### config.mk
export PLATFORM = sky130hd
export DESIGN_NAME = vdp1_cmd_fetch
export DESIGN_NICKNAME = d
export VERILOG_FILES = /design/src/rtl/vdp1_cmd_fetch.sv
export SDC_FILE = /design/constraint.sdc
export NUM_CORES = 1
export LEC_CHECK = 0
export CAP_MARGIN = 20
export CORE_MARGIN = 1.5
export CORE_UTILIZATION = 25
export DETAILED_ROUTE_END_ITERATION = 8
export PLACE_DENSITY_LB_ADDON = 0.12
export SETUP_SLACK_MARGIN = 0.5
export SLEW_MARGIN = 10
export SYNTH_ARGS = -nofsm -noshare
export SYNTH_HDL_FRONTEND = slang
export SYNTH_SLANG_ARGS = --single-unit
### constraint.sdc
create_clock -name CLK -period 1.7 [get_ports CLK]
set_input_delay 0.17 -clock CLK [delete_from_list [all_inputs] [get_ports CLK]]
set_output_delay 0.17 -clock CLK [all_outputs]
set_load 0.01 [all_outputs]
### src/rtl/vdp1_cmd_fetch.sv
// rtl/vdp1_cmd_fetch.sv - VDP1 command-list walker: fetches 32-byte tables, follows JP, stops on END.
// Optional VDP1_CMD_MASK_EN: AND each fetched word with its field mask before storage.
module vdp1_cmd_fetch #(
  parameter int VRAM_AW   = 18,
  parameter int CMD_WORDS = 16
) (
  input  logic               CLK,
  input  logic               RST,
  input  logic               START,
  output logic [VRAM_AW:1]   VRAM_A,
  output logic               VRAM_RD,
  input  logic [15:0]        VRAM_DI,
  input  logic               VRAM_RDY,
  output logic [255:0]       CMD,
  output logic               CMD_VALID,
  input  logic               CMD_ACK,
  output logic               BUSY,
  output logic               CEF,
  output logic [15:0]        COPR,
  output logic [15:0]        LOPR
);

  localparam int TW = VRAM_AW - 4;

  localparam logic [2:0] S_IDLE = 3'd0;
  localparam logic [2:0] S_RD0  = 3'd1;
  localparam logic [2:0] S_RDN  = 3'd2;
  localparam logic [2:0] S_RD1  = 3'd3;
  localparam logic [2:0] S_DISP = 3'd4;
  localparam logic [2:0] S_NEXT = 3'd5;
  localparam logic [2:0] S_FIN  = 3'd6;

  logic [2:0]    state_q, state_d;
  logic [TW-1:0] table_q, table_d;
  logic [TW-1:0] stk_q, stk_d;
  logic          stk_v_q, stk_v_d;
  logic [3:0]    widx_q, widx_d;
  logic          rd_q, rd_d;
  logic          stale_q, stale_d;
  logic          valid_q, valid_d;
  logic          busy_q, busy_d;
  logic          cef_q, cef_d;
  logic [255:0]  cmd_q, cmd_d;
  logic [15:0]   copr_q, copr_d;
  logic [15:0]   lopr_q, lopr_d;
  logic [15:0]   word_m;
  logic [TW-1:0] tbl_inc, link_tbl, next_tbl;

  assign tbl_inc  = table_q + 1'b1;
  assign link_tbl = cmd_q[239:240-TW];

  always_comb begin
    state_d  = state_q;
    table_d  = table_q;
    stk_d    = stk_q;
    stk_v_d  = stk_v_q;
    widx_d   = widx_q;
    rd_d     = rd_q;
    stale_d  = stale_q;
    valid_d  = valid_q;
    busy_d   = busy_q;
    cef_d    = cef_q;
    cmd_d    = cmd_q;
    copr_d   = copr_q;
    lopr_d   = lopr_q;
    next_tbl = tbl_inc;
    word_m   = VRAM_DI;
`ifdef VDP1_CMD_MASK_EN
    case (widx_q)
      4'd0:    word_m = VRAM_DI & 16'hFF3F;
      4'd1:    word_m = VRAM_DI & 16'hFFFC;
      4'd2:    word_m = VRAM_DI & 16'h9FFF;
      4'd4:    word_m = VRAM_DI & 16'hFFFC;
      4'd5:    word_m = VRAM_DI & 16'h3FFF;
      default: word_m = VRAM_DI;
    endcase
`endif

    if (START) begin
      // A read still in flight at abort will complete later; its RDY must be swallowed.
      stale_d = (rd_q | stale_q) & ~VRAM_RDY;
      rd_d    = ~stale_d;
      state_d = S_RD0;
      table_d = '0;
      widx_d  = 4'd0;
      stk_v_d = 1'b0;
      valid_d = 1'b0;
      busy_d  = 1'b1;
      cef_d   = 1'b0;
      copr_d  = 16'h0000;
    end else if (stale_q) begin
      if (VRAM_RDY) stale_d = 1'b0;
    end else begin
      case (state_q)
        S_RD0, S_RDN, S_RD1: begin
          if (!rd_q) begin
            rd_d = 1'b1;
          end else if (VRAM_RDY) begin
            rd_d = 1'b0;
            cmd_d[{~widx_q, 4'hF} -: 16] = word_m;
            widx_d = widx_q + 4'd1;
            if (state_q == S_RD0) begin
              if (word_m[15])      state_d = S_FIN;
              else if (word_m[14]) state_d = S_RD1;
              else                 state_d = S_RDN;
            end else if (state_q == S_RD1) begin
              state_d = S_NEXT;
            end else if (widx_q == 4'(CMD_WORDS - 1)) begin
              state_d = S_DISP;
              valid_d = 1'b1;
            end
          end
        end
        S_DISP: begin
          if (CMD_ACK) begin
            valid_d = 1'b0;
            state_d = S_NEXT;
          end
        end
        S_NEXT: begin
          lopr_d = copr_q;
          case (cmd_q[253:252])
            2'b00: next_tbl = tbl_inc;
            2'b01: next_tbl = link_tbl;
            2'b10: begin
              next_tbl = link_tbl;
              if (!stk_v_q) begin
                stk_v_d = 1'b1;
                stk_d   = tbl_inc;
              end
            end
            default: begin
              if (stk_v_q) begin
                next_tbl = stk_q;
                stk_v_d  = 1'b0;
              end
            end
          endcase
          table_d = next_tbl;
          copr_d  = {next_tbl, 2'b00};
          widx_d  = 4'd0;
          rd_d    = 1'b1;
          state_d = S_RD0;
        end
        S_FIN: begin
          cef_d   = 1'b1;
          busy_d  = 1'b0;
          state_d = S_IDLE;
        end
        default: ;
      endcase
    end
  end

  always_ff @(posedge CLK) begin
    if (RST) begin
      state_q <= S_IDLE;
      table_q <= '0;
      stk_q   <= '0;
      stk_v_q <= 1'b0;
      widx_q  <= 4'd0;
      rd_q    <= 1'b0;
      stale_q <= 1'b0;
      valid_q <= 1'b0;
      busy_q  <= 1'b0;
      cef_q   <= 1'b0;
      cmd_q   <= '0;
      copr_q  <= 16'h0000;
      lopr_q  <= 16'h0000;
    end else begin
      state_q <= state_d;
      table_q <= table_d;
      stk_q   <= stk_d;
      stk_v_q <= stk_v_d;
      widx_q  <= widx_d;
      rd_q    <= rd_d;
      stale_q <= stale_d;
      valid_q <= valid_d;
      busy_q  <= busy_d;
      cef_q   <= cef_d;
      cmd_q   <= cmd_d;
      copr_q  <= copr_d;
      lopr_q  <= lopr_d;
    end
  end

  assign VRAM_A    = {table_q, widx_q};
  assign VRAM_RD   = rd_q;
  assign CMD       = cmd_q;
  assign CMD_VALID = valid_q;
  assign BUSY      = busy_q;
  assign CEF       = cef_q;
  assign COPR      = copr_q;
  assign LOPR      = lopr_q;

endmodule

==> results of run 1 <==
sequential cells by signal (all words and copies together), names as in the netlist, 3 cells and up:
register,cells
CMD,256
LOPR,14
stk_q,14
table_q,14
widx_q,4
state_q,3
logic make-up after synthesis:
group | Yosys count
compound gates | 349
xor+xnor | 14
fa+ha+maj | 11
buf+inv | 192
flops | 311
mux | 13
other cells | 1
simple gates | 709
final cells by class:
| cell class | instances | area, um2 |
|---|---|---|
| multi-input cells | 1100 | 6391 |
| inverters | 13 | 55.05 |
| diodes | 1 | 2.502 |
| clock buffers | 55 | 1055 |
| clock inverters | 12 | 239.0 |
| flip-flops and latches | 311 | 6434 |
| well taps | 672 | 840.8 |
| fillers | 5030 | 29360 |
| repair buffers | 527 | 5894 |
path summary, 6_finish.rpt:
kind | endpoint | cells past startpoint | slack, ns | start
hold reg to reg | CEF | 2 | 0.44 | CEF
setup / recovery | CMD[215] | 7 | -0.05 | state_q[2]
setup reg to reg | CMD[215] | 7 | -0.05 | state_q[2]
hold / removal | state_q[0] | 4 | 0.07 | VRAM_DI[15]
stage by stage:
step | util [%] | setup slack (ns)
floorplan | - | 0.002394
global placement | 35.53 | -0.3723
detailed placement | 35.53 | -0.3960
CTS | 39.77 | -0.01513
global route | 41.60 | -0.1375
finish | 41.60 | -0.04889
what timing repair did:
item | in CTS | in global routing
pin swaps | 2 | 36
gates cloned | 2 | 10
setup buffers | 53 | 5
hold buffers | 0 | 0
setup endpoints to repair | 616 | 616
resized for setup | 680 | 144
per-layer routing:
| metal | up-vias | track usage [%] | part of all wire [%] |
|---|---|---|---|
| li1 | 6238 | - | - |
| met1 | 6325 | 25.84 | 41 |
| met2 | 396 | 34.64 | 49 |
| met3 | 99 | 5.192 | 6.6 |
| met4 | 0 | 6.805 | 3.0 |
| met5 | - | 0 | 0 |
report_power, final:
part,switching [mW],internal [mW]
Combinational,0.578,0.305
Sequential,0.0176,7.25
Clock,3.36,5.11
cell usage in the layout, fill, tap and decap left out, drive strengths merged, types with 11 or more instances in the layout:
master	instances
nand2	320
dfxtp	311
buf	294
a21oi	287
nand3	273
clkdlybuf4s50	222
clkbuf	65
nor2	46
o21ai	17
nor3	13
and3	13
and2	12
inv	12
mux2i	11
ha	11
cells in the mapped netlist (11+ instances only):
library cell | count | area share [%]
a21oi_1 | 287 | 11
and2_1 | 11 | 0.54
and3_1 | 12 | 0.59
buf_2 | 39 | 1.5
buf_4 | 38 | 2.2
clkbuf_1 | 91 | 2.7
dfxtp_1 | 311 | 49
ha_1 | 11 | 1.1
inv_1 | 12 | 0.35
mux2i_1 | 11 | 0.86
nand2_1 | 320 | 9.4
nand3_1 | 273 | 11
nor2_1 | 45 | 1.3
nor3_1 | 11 | 0.43
o21ai_0 | 17 | 0.67
critical path: stages, from the launching register on:
cell,delay (ns)
dfxtp_4,0.35
nand3b_4,0.23
nor4b_4,0.30
buf_4,0.19
and2_4,0.19
clkbuf_16,0.15
nand3_1,0.09
a21oi_1,0.16
==> impl_metrics.tcl, run 1 <==
set metrics [dict create \
    fin_setup_tns_ns -0.3057 \
    hold-worst-slack_ns 0.07318 \
    initialDrtViolationCount 1124 \
    synth_top_family_by_area "simple AND/OR/NAND/NOR gates" \
    ys_ff_latch 311 \
    globalRouteOverflowTotal 0 \
    setup_viol 32 \
    residual_drc 0 \
    post-place-cells 2553 \
    num_vias 13060 \
    async_flop_share_pct 0 \
    place.gp.congestion 0.8421 \
    std_cell_rows 82 \
    cts.path.max_buffers 3 \
    non_filler_cells_in_the_finished_layout 2691 \
    synth_seq_area_share_pct 48.69 \
    hpwlAfterDp_um 35860 \
    grt_pass1_wl_um 81240 \
    timing_hold_violations_final 0 \
    violations_in_the_final_reports "negative setup slack" \
    fin_ws_ns -0.04889 \
    mux_cell_area_share_after_synthesis_pct 1.037 \
    status "finished with violations" \
    cellLeakagePower_nw 7.182 \
    ant_nets 0 \
    p_per_area_mw_per_mm2 794.9 \
    rsz_0062_raised_after_global_routing "yes" \
    worstSkewPairLatency_ns 0.57 \
    cap_viol_max_count 0 \
    post_synth_and_or_nand_nor_area_fraction_pct 25.66 \
    edff_count_synth 0 \
    ys_types 67 \
    place.port_buffers 326 \
    ys_warn_count 0 \
    mean_instance_size_in_the_synthesized_netlist_um2 7.991 \
    clock_tree_from_tritoncts "yes" \
    placed_cell_area_mm2 0.01786 \
    synth_fa_ha_area_share_pct 1.076 \
    dieWidth_um 229.2 \
    timing.critical_path.arrival_ns 2.23 \
    ir_worst_vdd_v 0.0006784 \
    ctsRootBufferMaster "clkbuf_16" \
    route.detailed.wl_per_inst_um 21.50 \
    final.period_utilization_pct 102.9 \
    synthesis.area_mm2 0.01279 \
    clk_transition_reported_paths_ns 0.06 \
    max_slew_margin_pct 36.50 \
    die_area_mm2 0.05251 \
    crit_path_max_fanout 8 \
    fp.coreArea_mm2 0.05027 \
    finish.instance_area_mm2 0.02091 \
    first_pass_iters 5 \
    clock_sink_count 311 \
    cp.required_ns 2.18 \
    vias_in_the_first_global_route 12130 \
    cells_after_synthesis 1600 \
    maxSlewViolCount 0 \
    drive_above_1_share_pct 30.43 \
    max_slew.worst_pin.slew_ns 0.9525 \
    finalWirelength_um 57850 \
    period_minus_slack_ns 1.749 \
    track_usage_pct 20.68 \
    vias_per_cell 4.852 \
    timing_worst_setup_path_type "reg -> reg" \
    skew_ns 0.03087 \
    endpoint_kind "flip-flop" \
    initial_core_util_pct 25.43 \
    ys_dominant_reg_cell "dfxtp_1" \
    synth_compound_area_share_pct 14.81 \
    synthXorXnorAreaFrac_pct 0.9590 \
    fin_nets 2023 \
    fmax_mhz 571.8 \
    area.growth.synth_to_final_pct 63.55 \
    power.total_mw 16.62 \
    floorplan.io_pins 331 \
    cts-buffers-inserted 38 \
    grt_max_degree 171 \
    cts-htree-levels 2 \
    hold_path_class "in -> reg" \
    setup.worst_path.start_class "flip-flop" \
    chipHeight_um 229.2 \
    antenna_found_initial 1 \
]
No activity file was read; power rests on OpenSTA's default activity.
==> inputs of run 2 (changes only) <==
--- a/config.mk
+++ b/config.mk
@@ -8,9 +8,10 @@
 export CAP_MARGIN = 20
 export CORE_MARGIN = 1.5
 export CORE_UTILIZATION = 25
+export CTS_BUF_LIST = sky130_fd_sc_hd__clkbuf_4
 export DETAILED_ROUTE_END_ITERATION = 8
+export DONT_BUFFER_PORTS = 1
 export PLACE_DENSITY_LB_ADDON = 0.12
-export SETUP_SLACK_MARGIN = 0.5
 export SLEW_MARGIN = 10
 export SYNTH_ARGS = -nofsm -noshare
 export SYNTH_HDL_FRONTEND = slang
==> run 2 against run 1 <==
Against the previous run:
- the flow finishes with violations (negative hold slack, negative setup slack)
- total power shrank 6.6%
- non-clock buffer count shrank 350
- register-to-register slack lost 0.03 ns
- critical path type unchanged
==> impl_metrics.tcl, run 2 (synthesis gave the netlist of run 1 again) <==
set metrics [dict create \
    clk_transition_reported_paths_ns 0.06 \
    timing_worst_setup_path_type "reg -> reg" \
    filler_cell_count 5378 \
    globalRouteOverflowTotal 0 \
    hpwlAfterDp_um 34150 \
    maxSlewViolCount 0 \
    initialDrtViolationCount 961 \
    std_cell_rows 82 \
    period_minus_slack_ns 1.776 \
    timing_hold_violations_final 287 \
    initial_core_util_pct 25.43 \
    chipHeight_um 229.2 \
    dieWidth_um 229.2 \
    power.total_mw 15.52 \
    cap_viol_max_count 0 \
    floorplan.io_pins 331 \
    num_vias 12030 \
    fmax_mhz 563.2 \
    vias_in_the_first_global_route 11510 \
    track_usage_pct 20.97 \
    critical_path.cell_chain "nand3b_4 > nor4_4 > buf_4 > buf_6 > nand3_1 > buf_12 > nand2_1 > a21oi_2" \
    first_pass_iters 5 \
    cp.required_ns 2.35 \
    finalWirelength_um 57270 \
    cellLeakagePower_nw 5.596 \
    timing.critical_path.arrival_ns 2.42 \
    area.growth.synth_to_final_pct 30.33 \
    max_incr_delay_on_cp_ns 0.36 \
    worstSkewPairLatency_ns 0.86 \
    die_area_mm2 0.05251 \
    setup.worst_path.start_class "flip-flop" \
    critPathSlowestCell "dfxtp_4" \
    cts.path.max_buffers 3 \
    post-place-cells 2226 \
    p_per_area_mw_per_mm2 931.5 \
    non_filler_cells_in_the_finished_layout 2439 \
    path_buf_inv 3 \
    skew_ns 0.07155 \
    max_slew.worst_pin.slew_ns 0.8658 \
    ir_worst_vdd_v 0.0004820 \
    fin_setup_tns_ns -1.640 \
    drive_above_1_share_pct 26.59 \
    final.period_utilization_pct 104.5 \
    grt_max_degree 291 \
    rsz_0062_raised_after_global_routing "yes" \
    status "finished with violations" \
    violations_in_the_final_reports "negative hold slack, negative setup slack" \
    max_slew_margin_pct 42.28 \
    ant_nets 0 \
    fin_ws_ns -0.07567 \
    grt_pass1_wl_um 81340 \
    hold_bufs_at_cts 23 \
    cts-buffers-inserted 89 \
    vias_per_cell 4.934 \
    place.port_buffers 0 \
    clock_sink_count 311 \
    finish.instance_area_mm2 0.01666 \
    crit_path_max_fanout 16 \
    endpoint_kind "flip-flop" \
    antenna_found_initial 4 \
    hold_path_class "in -> reg" \
    route.detailed.wl_per_inst_um 23.48 \
    fin_nets 1724 \
    placed_cell_area_mm2 0.01414 \
    cts-htree-levels 3 \
    fp.coreArea_mm2 0.05027 \
    residual_drc 0 \
    clock_tree_from_tritoncts "yes" \
    most_common_library_cell_in_the_layout_ignoring_fill_and_taps "nand2_1" \
    critical-path-top-delay-family "simple AND/OR/NAND/NOR gates" \
    mostFrequentLayoutCells "319 x nand2_1, 290 x dfxtp_1, 251 x nand3_1" \
    place.gp.congestion 0.8048 \
    ctsRootBufferMaster "clkbuf_4" \
    largest_reg_flops 256 \
    setup_viol 68 \
    hold-worst-slack_ns -0.5329 \
]
-- run 2: layer usage --
layer | GRT usage (%) | part of all wire [%] | routed length, um
met1 | 24.69 | 40 | 23090
met2 | 34.41 | 48 | 27680
met3 | 7.545 | 7.8 | 4457
met4 | 8.697 | 3.6 | 2046
met5 | 0 | 0 | 0
-- run 2: power by group --
group | internal (mW) | total [mW] | switching, mW
Sequential | 7.29 | 7.31 | 0.0204
Clock | 4.08 | 7.58 | 3.50
Combinational | 0.226 | 0.629 | 0.403
-- run 2: cell type report --
| type | instances | area [um2] | area share [%] |
|---|---|---|---|
| Timing Repair Buffer | 177 | 2163 | 12.98 |
| Inverter | 13 | 48.80 | 0.2928 |
| Clock inverter | 22 | 158.9 | 0.9536 |
| Multi-Input combinational cell | 1100 | 6118 | 36.72 |
| Tap cell | 672 | 840.8 | 5.046 |
| Antenna cell | 3 | 7.507 | 0.04505 |
| Sequential cell | 311 | 6267 | 37.61 |
| Clock buffer | 141 | 1059 | 6.352 |
-- run 2: path summary, 6_finish.rpt --
check | startpoint | endpoint | slack [ns] | cells after the start
max | state_q[2] | CMD[173] | -0.08 | 8
min | RST | stk_q[9] | -0.53 | 1
max reg2reg | state_q[2] | CMD[173] | -0.08 | 8
min reg2reg | stk_q[4] | stk_q[4] | 0.49 | 2
-- run 2: timing repair --
action	CTS	global route
buffers inserted	9	8
resized for setup	39	123
cloned	1	6
pin swaps	4	18
hold endpoints to repair	311	288
setup endpoints to repair	192	221
-- run 2: metrics by stage --
step                hold slack [ns]  utilization [%]  setup WS, ns
floorplan                    0.2493                -     -0.008745
global placement             0.2668            28.12      -0.07477
detailed placement           0.2645            28.12      -0.08184
CTS                         -0.6635            31.76      -0.06174
global route                -0.6278            33.15       -0.1101
finish                      -0.5329            33.15      -0.07567
-- run 2: worst register-to-register path, delay by kind of cell, from the launching register on --
kind / cells / cell delay [ns]
AND/OR/NAND/NOR: 4 / 0.71
buffers and inverters: 3 / 0.50
flip-flops: 1 / 0.36
AO/OA/AOI/OAI: 1 / 0.06
